===== src/rtl/alu_issue_ctrl.sv =====
// Issue controller for the DSP48E1 alu_core: decodes tagged requests,
// skews operand/control delivery, stalls ALU-stage collisions, and
// returns each result with its tag after a fixed latency.
//
// Ports:
//   clk, rst                 clock, synchronous active-high reset
//   in_valid/in_ready        request handshake
//   in_op/in_a/in_b/in_c     op code and operands
//   in_tag                   requester tag
//   a_o,b_o,c_o              operands to the core
//   opmode_o,alumode_o,
//   inmode_o,usemult_o       control to the core
//   p_i                      result from the core
//   res_valid/data/tag       result strobe, value and tag
//   err_illegal              pulse on acceptance of op 6/7
module alu_issue_ctrl #(
   parameter int D_SKEW  = 1,
   parameter int ALU_LAT = 3
) (
   input  logic        clk,
   input  logic        rst,
   input  logic        in_valid,
   output logic        in_ready,
   input  logic [2:0]  in_op,
   input  logic [29:0] in_a,
   input  logic [17:0] in_b,
   input  logic [47:0] in_c,
   input  logic [3:0]  in_tag,
   output logic [29:0] a_o,
   output logic [17:0] b_o,
   output logic [47:0] c_o,
   output logic [6:0]  opmode_o,
   output logic [3:0]  alumode_o,
   output logic [4:0]  inmode_o,
   output logic        usemult_o,
   input  logic [47:0] p_i,
   output logic        res_valid,
   output logic [47:0] res_data,
   output logic [3:0]  res_tag,
   output logic        err_illegal
);

   // Z=P, X=Y=0: holds P so ACC chains survive idle gaps
   localparam logic [6:0] OPM_IDLE = 7'b0100000;

   typedef struct packed {
      logic        v;
      logic [47:0] c;
      logic [6:0]  opm;
      logic [3:0]  alu;
      logic [3:0]  tag;
   } slot_t;

   logic        w_mult;
   logic        w_alu;
   logic        w_ill;
   logic [6:0]  w_opm;
   logic [3:0]  w_alum;
   logic        w_use;
   logic        w_ready;
   logic        w_acc;
   slot_t       w_new;

   // r_pend[k] reaches the ctrl outputs k+1 edges from now
   slot_t               r_pend [D_SKEW];
   // delay line keyed on the ctrl slot; index k = slot + k
   logic [ALU_LAT:0]       r_dv;
   logic [ALU_LAT:0][3:0]  r_dt;

   always_comb begin
      w_mult = 1'b0;
      w_alu  = 1'b0;
      w_ill  = 1'b0;
      w_opm  = OPM_IDLE;
      w_alum = 4'b0000;
      w_use  = 1'b0;
      unique case (in_op)
         3'd0: begin
            w_mult = 1'b1;
            w_opm  = 7'b0000101;
            w_use  = 1'b1;
         end
         3'd1: begin
            w_mult = 1'b1;
            w_opm  = 7'b0110101;
            w_use  = 1'b1;
         end
         3'd2: begin
            w_alu = 1'b1;
            w_opm = 7'b0110011;
         end
         3'd3: begin
            w_alu  = 1'b1;
            w_opm  = 7'b0110011;
            w_alum = 4'b0011;
         end
         3'd4: begin
            w_alu = 1'b1;
            w_opm = 7'b0110000;
         end
         3'd5: begin
            w_mult = 1'b1;
            w_opm  = 7'b0100101;
            w_use  = 1'b1;
         end
         default: w_ill = 1'b1;
      endcase
   end

   // only ALU ops can collide: their slot (next cycle) may hold a
   // mult op accepted D_SKEW cycles earlier
   assign w_ready  = !rst && !(w_alu && r_pend[0].v);
   assign in_ready = w_ready;
   assign w_acc    = in_valid && w_ready;
   assign w_new    = {1'b1, in_c, w_opm, w_alum, in_tag};
   assign inmode_o = 5'b00000;

   always_ff @(posedge clk) begin
      if (rst) begin
         a_o         <= '0;
         b_o         <= '0;
         usemult_o   <= 1'b0;
         c_o         <= '0;
         opmode_o    <= OPM_IDLE;
         alumode_o   <= '0;
         for (int k = 0; k < D_SKEW; k++)
            r_pend[k] <= '0;
         r_dv        <= '0;
         r_dt        <= '0;
         res_valid   <= 1'b0;
         res_data    <= '0;
         res_tag     <= '0;
         err_illegal <= 1'b0;
      end else begin
         err_illegal <= w_acc && w_ill;
         if (w_acc && !w_ill) begin
            a_o       <= in_a;
            b_o       <= in_b;
            usemult_o <= w_use;
         end else begin
            a_o       <= '0;
            b_o       <= '0;
            usemult_o <= 1'b0;
         end
         for (int k = 0; k < D_SKEW - 1; k++)
            r_pend[k] <= r_pend[k+1];
         r_pend[D_SKEW-1] <= (w_acc && w_mult) ? w_new : '0;
         if (w_acc && w_alu) begin
            c_o       <= in_c;
            opmode_o  <= w_opm;
            alumode_o <= w_alum;
            r_dv[0]   <= 1'b1;
            r_dt[0]   <= in_tag;
         end else if (r_pend[0].v) begin
            c_o       <= r_pend[0].c;
            opmode_o  <= r_pend[0].opm;
            alumode_o <= r_pend[0].alu;
            r_dv[0]   <= 1'b1;
            r_dt[0]   <= r_pend[0].tag;
         end else begin
            c_o       <= '0;
            opmode_o  <= OPM_IDLE;
            alumode_o <= '0;
            r_dv[0]   <= 1'b0;
            r_dt[0]   <= '0;
         end
         for (int k = 1; k <= ALU_LAT; k++) begin
            r_dv[k] <= r_dv[k-1];
            r_dt[k] <= r_dt[k-1];
         end
         res_valid <= r_dv[ALU_LAT];
         if (r_dv[ALU_LAT]) begin
            res_data <= p_i;
            res_tag  <= r_dt[ALU_LAT];
         end
      end
   end

endmodule


===== config.mk =====
export PLATFORM = sky130hd
export DESIGN_NAME = alu_issue_ctrl
export DESIGN_NICKNAME = d
export VERILOG_FILES = /design/src/rtl/alu_issue_ctrl.sv
export SDC_FILE = /design/constraint.sdc
export NUM_CORES = 1
export LEC_CHECK = 0
export CORE_ASPECT_RATIO = 2
export CORE_MARGIN = 5
export CORE_UTILIZATION = 37
export DETAILED_ROUTE_END_ITERATION = 8
export PLACE_DENSITY = 0.81
export RECOVER_POWER = 50
export SYNTH_ARGS = -nofsm -noshare
export SYNTH_HDL_FRONTEND = slang
export SYNTH_SLANG_ARGS = --single-unit

===== constraint.sdc =====
create_clock -name clk -period 1.7 [get_ports clk]
set_input_delay 0.34 -clock clk [delete_from_list [all_inputs] [get_ports clk]]
set_output_delay 0.34 -clock clk [all_outputs]
set_load 0.02 [all_outputs]

### Word level (Yosys, flattened, before mapping)

Memories as Yosys holds them, arrays and structs flattened.
Cells that the tools add are included.

* bits in registers: 182
* bits in latches: 0
* RAM bits: 64
* bits in read-only memories: 0
* input bits: 154
* output and inout port bits: 168
* word-level logic and storage cells: 59
* memories: 1

Memories
* r_pend: depth 1, bits a word 64, read ports 1, clocked after Yosys merged registers in 0, wr ports 1, RTL line 65 `slot_t r_pend [D_SKEW];`

* add/subtract/negate cells: 0
* multipliers: 0
* divide/modulo/power cells: 0
* magnitude comparators: 0
* equality and inequality tests: 5
* shifts and indexed selects: 0
* multiplexer cells: 21
* bitwise logic cells: 1
* reduce and logical (&&, ||, !) cells: 16

Operator list (number)
* 64-bit two-way mux: 2
* 48-bit two-way mux: 2
* 64-bit OR reduction: 1
* 6-bit one-hot mux with 5 select lines: 1
* 4-bit two-way mux: 4
* 7-bit two-way mux: 2
* 1-bit two-way mux: 9
* 1-bit logical AND: 7
* 3-bit by 2-bit == test with 1-bit output (second input constant): 2
* 3-bit == test (second input constant): 2
* 3-bit OR reduction: 2
* 6-bit OR reduction: 1
* 2-bit OR reduction: 2
* 3-bit by 1-bit == test with 1-bit output (second input constant): 1
* 3-bit logical NOT: 1
* 1-bit logical NOT: 2
* 2-bit two-way mux: 1
* 1-bit NOT: 1

### Logic depth before layout (Yosys ltp)

* depth after elaboration: 10
* mapped depth: 6

### Worst setup path before layout

OpenSTA, ideal clock, no wires.

* path kind: in2reg
* start: in in_op[2]
* end: reg c_o[41]
* data arrival time: 1.614 ns
* data required time: 1.640 ns
* path slack: 0.026 ns
* cell stages on the path: 5
* buffers on the path: 2
* cell sequence: buf_4 -> or3b_4 -> a211oi_4 -> buf_6 -> a22o_1

* word-level cells in the longest chain between the ends: 9

RTL lines
* start: declaration: RTL line 24 `input logic [2:0] in_op,`
* 3-bit by 2-bit == test with 1-bit output or 3-bit == test (tied branches): RTL line 77 `unique case (in_op)`
* 3-bit OR reduction (no source line) (*)
* 1-bit two-way mux (*): RTL line 77
* 1-bit logical AND: RTL line 112 `assign w_ready = !rst && !(w_alu && r_pend[0].v);`
* 1-bit logical NOT: RTL line 112
* 1-bit logical AND: RTL line 112
* 1-bit logical AND: RTL line 114 `assign w_acc = in_valid && w_ready;`
* 1-bit logical AND (*): RTL line 148 `if (w_acc && w_alu) begin`
* 48-bit two-way mux (*): RTL line 148
* end signal: assignment: RTL line 149 `c_o <= in_c;`
* end signal: assignment: RTL line 155 `c_o <= r_pend[0].c;`
* end: declaration: RTL line 31 `output logic [47:0] c_o,`

Mark *: on every way between the ends. The rest lies on a longest branch, timed or not.
A chain may end at the register's enable or synchronous reset.

### Worst setup path in the final report

* start: reg alumode_o[0]
* end: out alumode_o[0]

RTL lines
* start: declaration: RTL line 33 `output logic [3:0] alumode_o,`
* start signal: assignment: RTL line 151 `alumode_o <= w_alum;`
* start signal: assignment: RTL line 157 `alumode_o <= r_pend[0].alu;`

No word-level cell between the ends.

==> flow_summary.toml <==
[worst_setup_path]
startpoint_type = "register"
crit_end = "alumode_o[0]"
cp.arrival_ns = 1.23
crit_start = "alumode_o[0]"
endpoint_kind = "output port"
crit_family = "flip-flops"
worstPathMaxFanout = 2
r2r_cells = 5
worstSetupPathType = "reg2out"
r2r-start = "r_pend[0][63]"
cp_num_cells = 1
r2r_end = "a_o[2]"
cp_data_required_time_ns = 1.36
crit_chain = "dlygate4sd2_1"
cpMaxStageDelayCell = "dfxtp_1"
cpPeakStageDelay_ns = 0.38
worst-path-buf-inv = 1
rrSetupSlack_ns = 0.32

[place]
dp.final_hpwl_mm = 14.59
io_buffers = 312
place_congestion = 0.7724

[synth]
ys_types = 28
synth_edf_count = 0
yosysSeqAreaShare = 0.6584
synth_warnings = 0
synth_ff_type = "dfxtp_1"
synth_area_leaders = "dfxtp_1 66%, mux2i_1 7.3%, a22o_1 6.3%"
synthArstFlopShare = 0
avgSynthCellArea_um2 = 12.10
synth_seq_cells = 236
yosysTopAreaCellShare = 0.6584
synthCells = 593
synth_top_area_cell = "dfxtp_1"
syn_area_um2 = 7176

[detailed_routing]
drt_wl_total_mm = 19.81
drtIter0Drc = 230
ant_nets = 0
viasPerCell = 4.506
drc = 0
via_count = 5322
wl_per_cell_um = 16.77
dr.pass1.iters = 5

[power]
p_leak_nw = 4.908
powerDensity_nw_per_um2 = 1012
finalPower_mw = 11.21
irDropWorstVdd_mv = 0.9244

[clock_network]
clk_pin_slew_ns = 0.06
cts_inserted_buffers = 21
tritoncts = "done"
clock-sinks = 236
clkLatencyLatePin_ns = 0.50
cts_hold_buf = 0
root_buffer = "clkbuf_16"
cts_max_level = 1
cts_buffer_depth = 3
post_cts_buffers = 0

[timing]
grt_setup_unrepaired = "false"
finalSetupTns_ns = 0
setup_viol = 0
slew_violations = 0
final.setup_skew_ns = 0.01207
worst_slew_pin_slew_ns = 1.394
finalHoldViolCount = 0
slew_headroom = 0.07083
fin_crit_sh = 0.9253
clock.fmax_mhz = 635.7
period_needed_ns = 1.573
hold_ws_ns = 0.1953

[global_route]
grt_max_degree = 72
antenna_found_initial = 3
grt_pass1_vias = 5372
grt_pass1_wl_mm = 29.05
grt_util_all_layers = 0.1648
grt-ovfl-total = 0

[cells_and_area]
drive_gt1_frac = 0.06202
final_util = 0.5771
finalNetCount = 1058
area_growth_pct = 54.33

[die]
coreArea_um2 = 19190
ios = 322
die_area_um2 = 22450
die_x_um = 108.5
start_util = 0.3740
die_h_um = 206.9
rows = 72

[status]
status = "completed"

[job]
cap_viol_max_count = 0

[min_path]
holdCritPathClass = "in2reg"
-- synth_stat cells, types with 2 or more instances --
library cell,count
a21o_1,2
and2_1,53
nand2b_1,3
a22o_1,52
dfxtp_1,236
buf_1,6
buf_2,2
a211oi_1,3
mux2i_1,52
nor3b_1,48
buf_4,11
nor2_1,54
clkbuf_1,30
nand2_1,4
nor2b_1,18
a21oi_1,3
buf_6,5
-- through the flow --
step           cell area (um2)  worst slack, ns  cells
4_1_cts                  11080          -0.1665   1178
5_1_grt                  11070          0.05450   1180
2_1_floorplan             7213          0.02608    603
6_report                 11070           0.1269   1181
3_5_place_dp             10610          -0.5452   1140
3_3_place_gp             10610          -0.5317   1140
-- power by group --
group          switching (mW)  internal, mW
clock network            2.01          2.59
registers              0.0344          5.66
logic                   0.403         0.514
-- final cells by class --
class	instances	area, um2
fillers	1620	8114
flip-flops and latches	236	4726
repair buffers	332	3142
multi-input cells	312	2203
clock buffers	30	589.3
well taps	259	324.1
clock inverters	8	78.83
diodes	3	7.507
inverters	1	3.754
-- registers in the layout, indices dropped and copies added (netlist names), 4 cells and up --
signal,count
c_o,48
b_o,18
opmode_o,5
r_dv,4
r_dt,16
a_o,30
res_tag,4
res_data,48
r_pend,59
-- cells by family (layout without fill, tap and decap cells) --
kind of cell           Yosys count  in the layout  share of synthesized area
AND/OR/NAND/NOR                185            185                     0.1507
other                            1             14                  0.0005226
multiplexers                    52             52                    0.07254
flip-flops                     236            236                     0.6584
AO/OA/AOI/OAI                   64             64                    0.07777
buffers and inverters           55            371                    0.04010
-- layer usage --
layer / track usage / up-vias / share of wire
met5: 0 / - / 0.00071
met1: 0.1761 / 2455 / 0.35
li1: - / 2599 / -
met2: 0.2951 / 214 / 0.53
met4: 0.08352 / 2 / 0.045
met3: 0.04171 / 52 / 0.075
-- what timing repair did --
| action | 4_1_cts | 5_1_grt |
|---|---|---|
| pin swaps | 0 | 1 |
| endpoints found under the setup margin | 159 | 16 |
| gates resized for setup | 162 | 4 |
-- cell usage in the layout, fill, tap and decap left out, drive strengths merged, types with 4 or more instances in the layout --
cell | Yosys | routed
dlygate4sd2 | 0 | 158
conb | 1 | 11
mux2i | 52 | 52
a211oi | 5 | 5
a22o | 52 | 52
clkbuf | 30 | 33
nor2b | 18 | 18
and2 | 53 | 53
nor2 | 54 | 54
clkinv | 0 | 5
buf | 24 | 19
nand2 | 4 | 4
clkdlybuf4s50 | 0 | 148
dfxtp | 236 | 236
nor3b | 48 | 48
-- worst min-delay path by stage --
stage | start | endpoint | slack (ns) | depth (start not counted)
after CTS | rst | opmode_o[5] | 0.18 | 3
after detailed placement | r_pend[0][13] | opmode_o[5] | 0.40 | 1
after global routing | rst | opmode_o[5] | 0.22 | 3
after global placement | r_pend[0][13] | opmode_o[5] | 0.40 | 1
after floorplan | r_pend[0][13] | opmode_o[5] | 0.39 | 1
final | rst | opmode_o[5] | 0.20 | 3
Power figures use the tool's default switching activity.
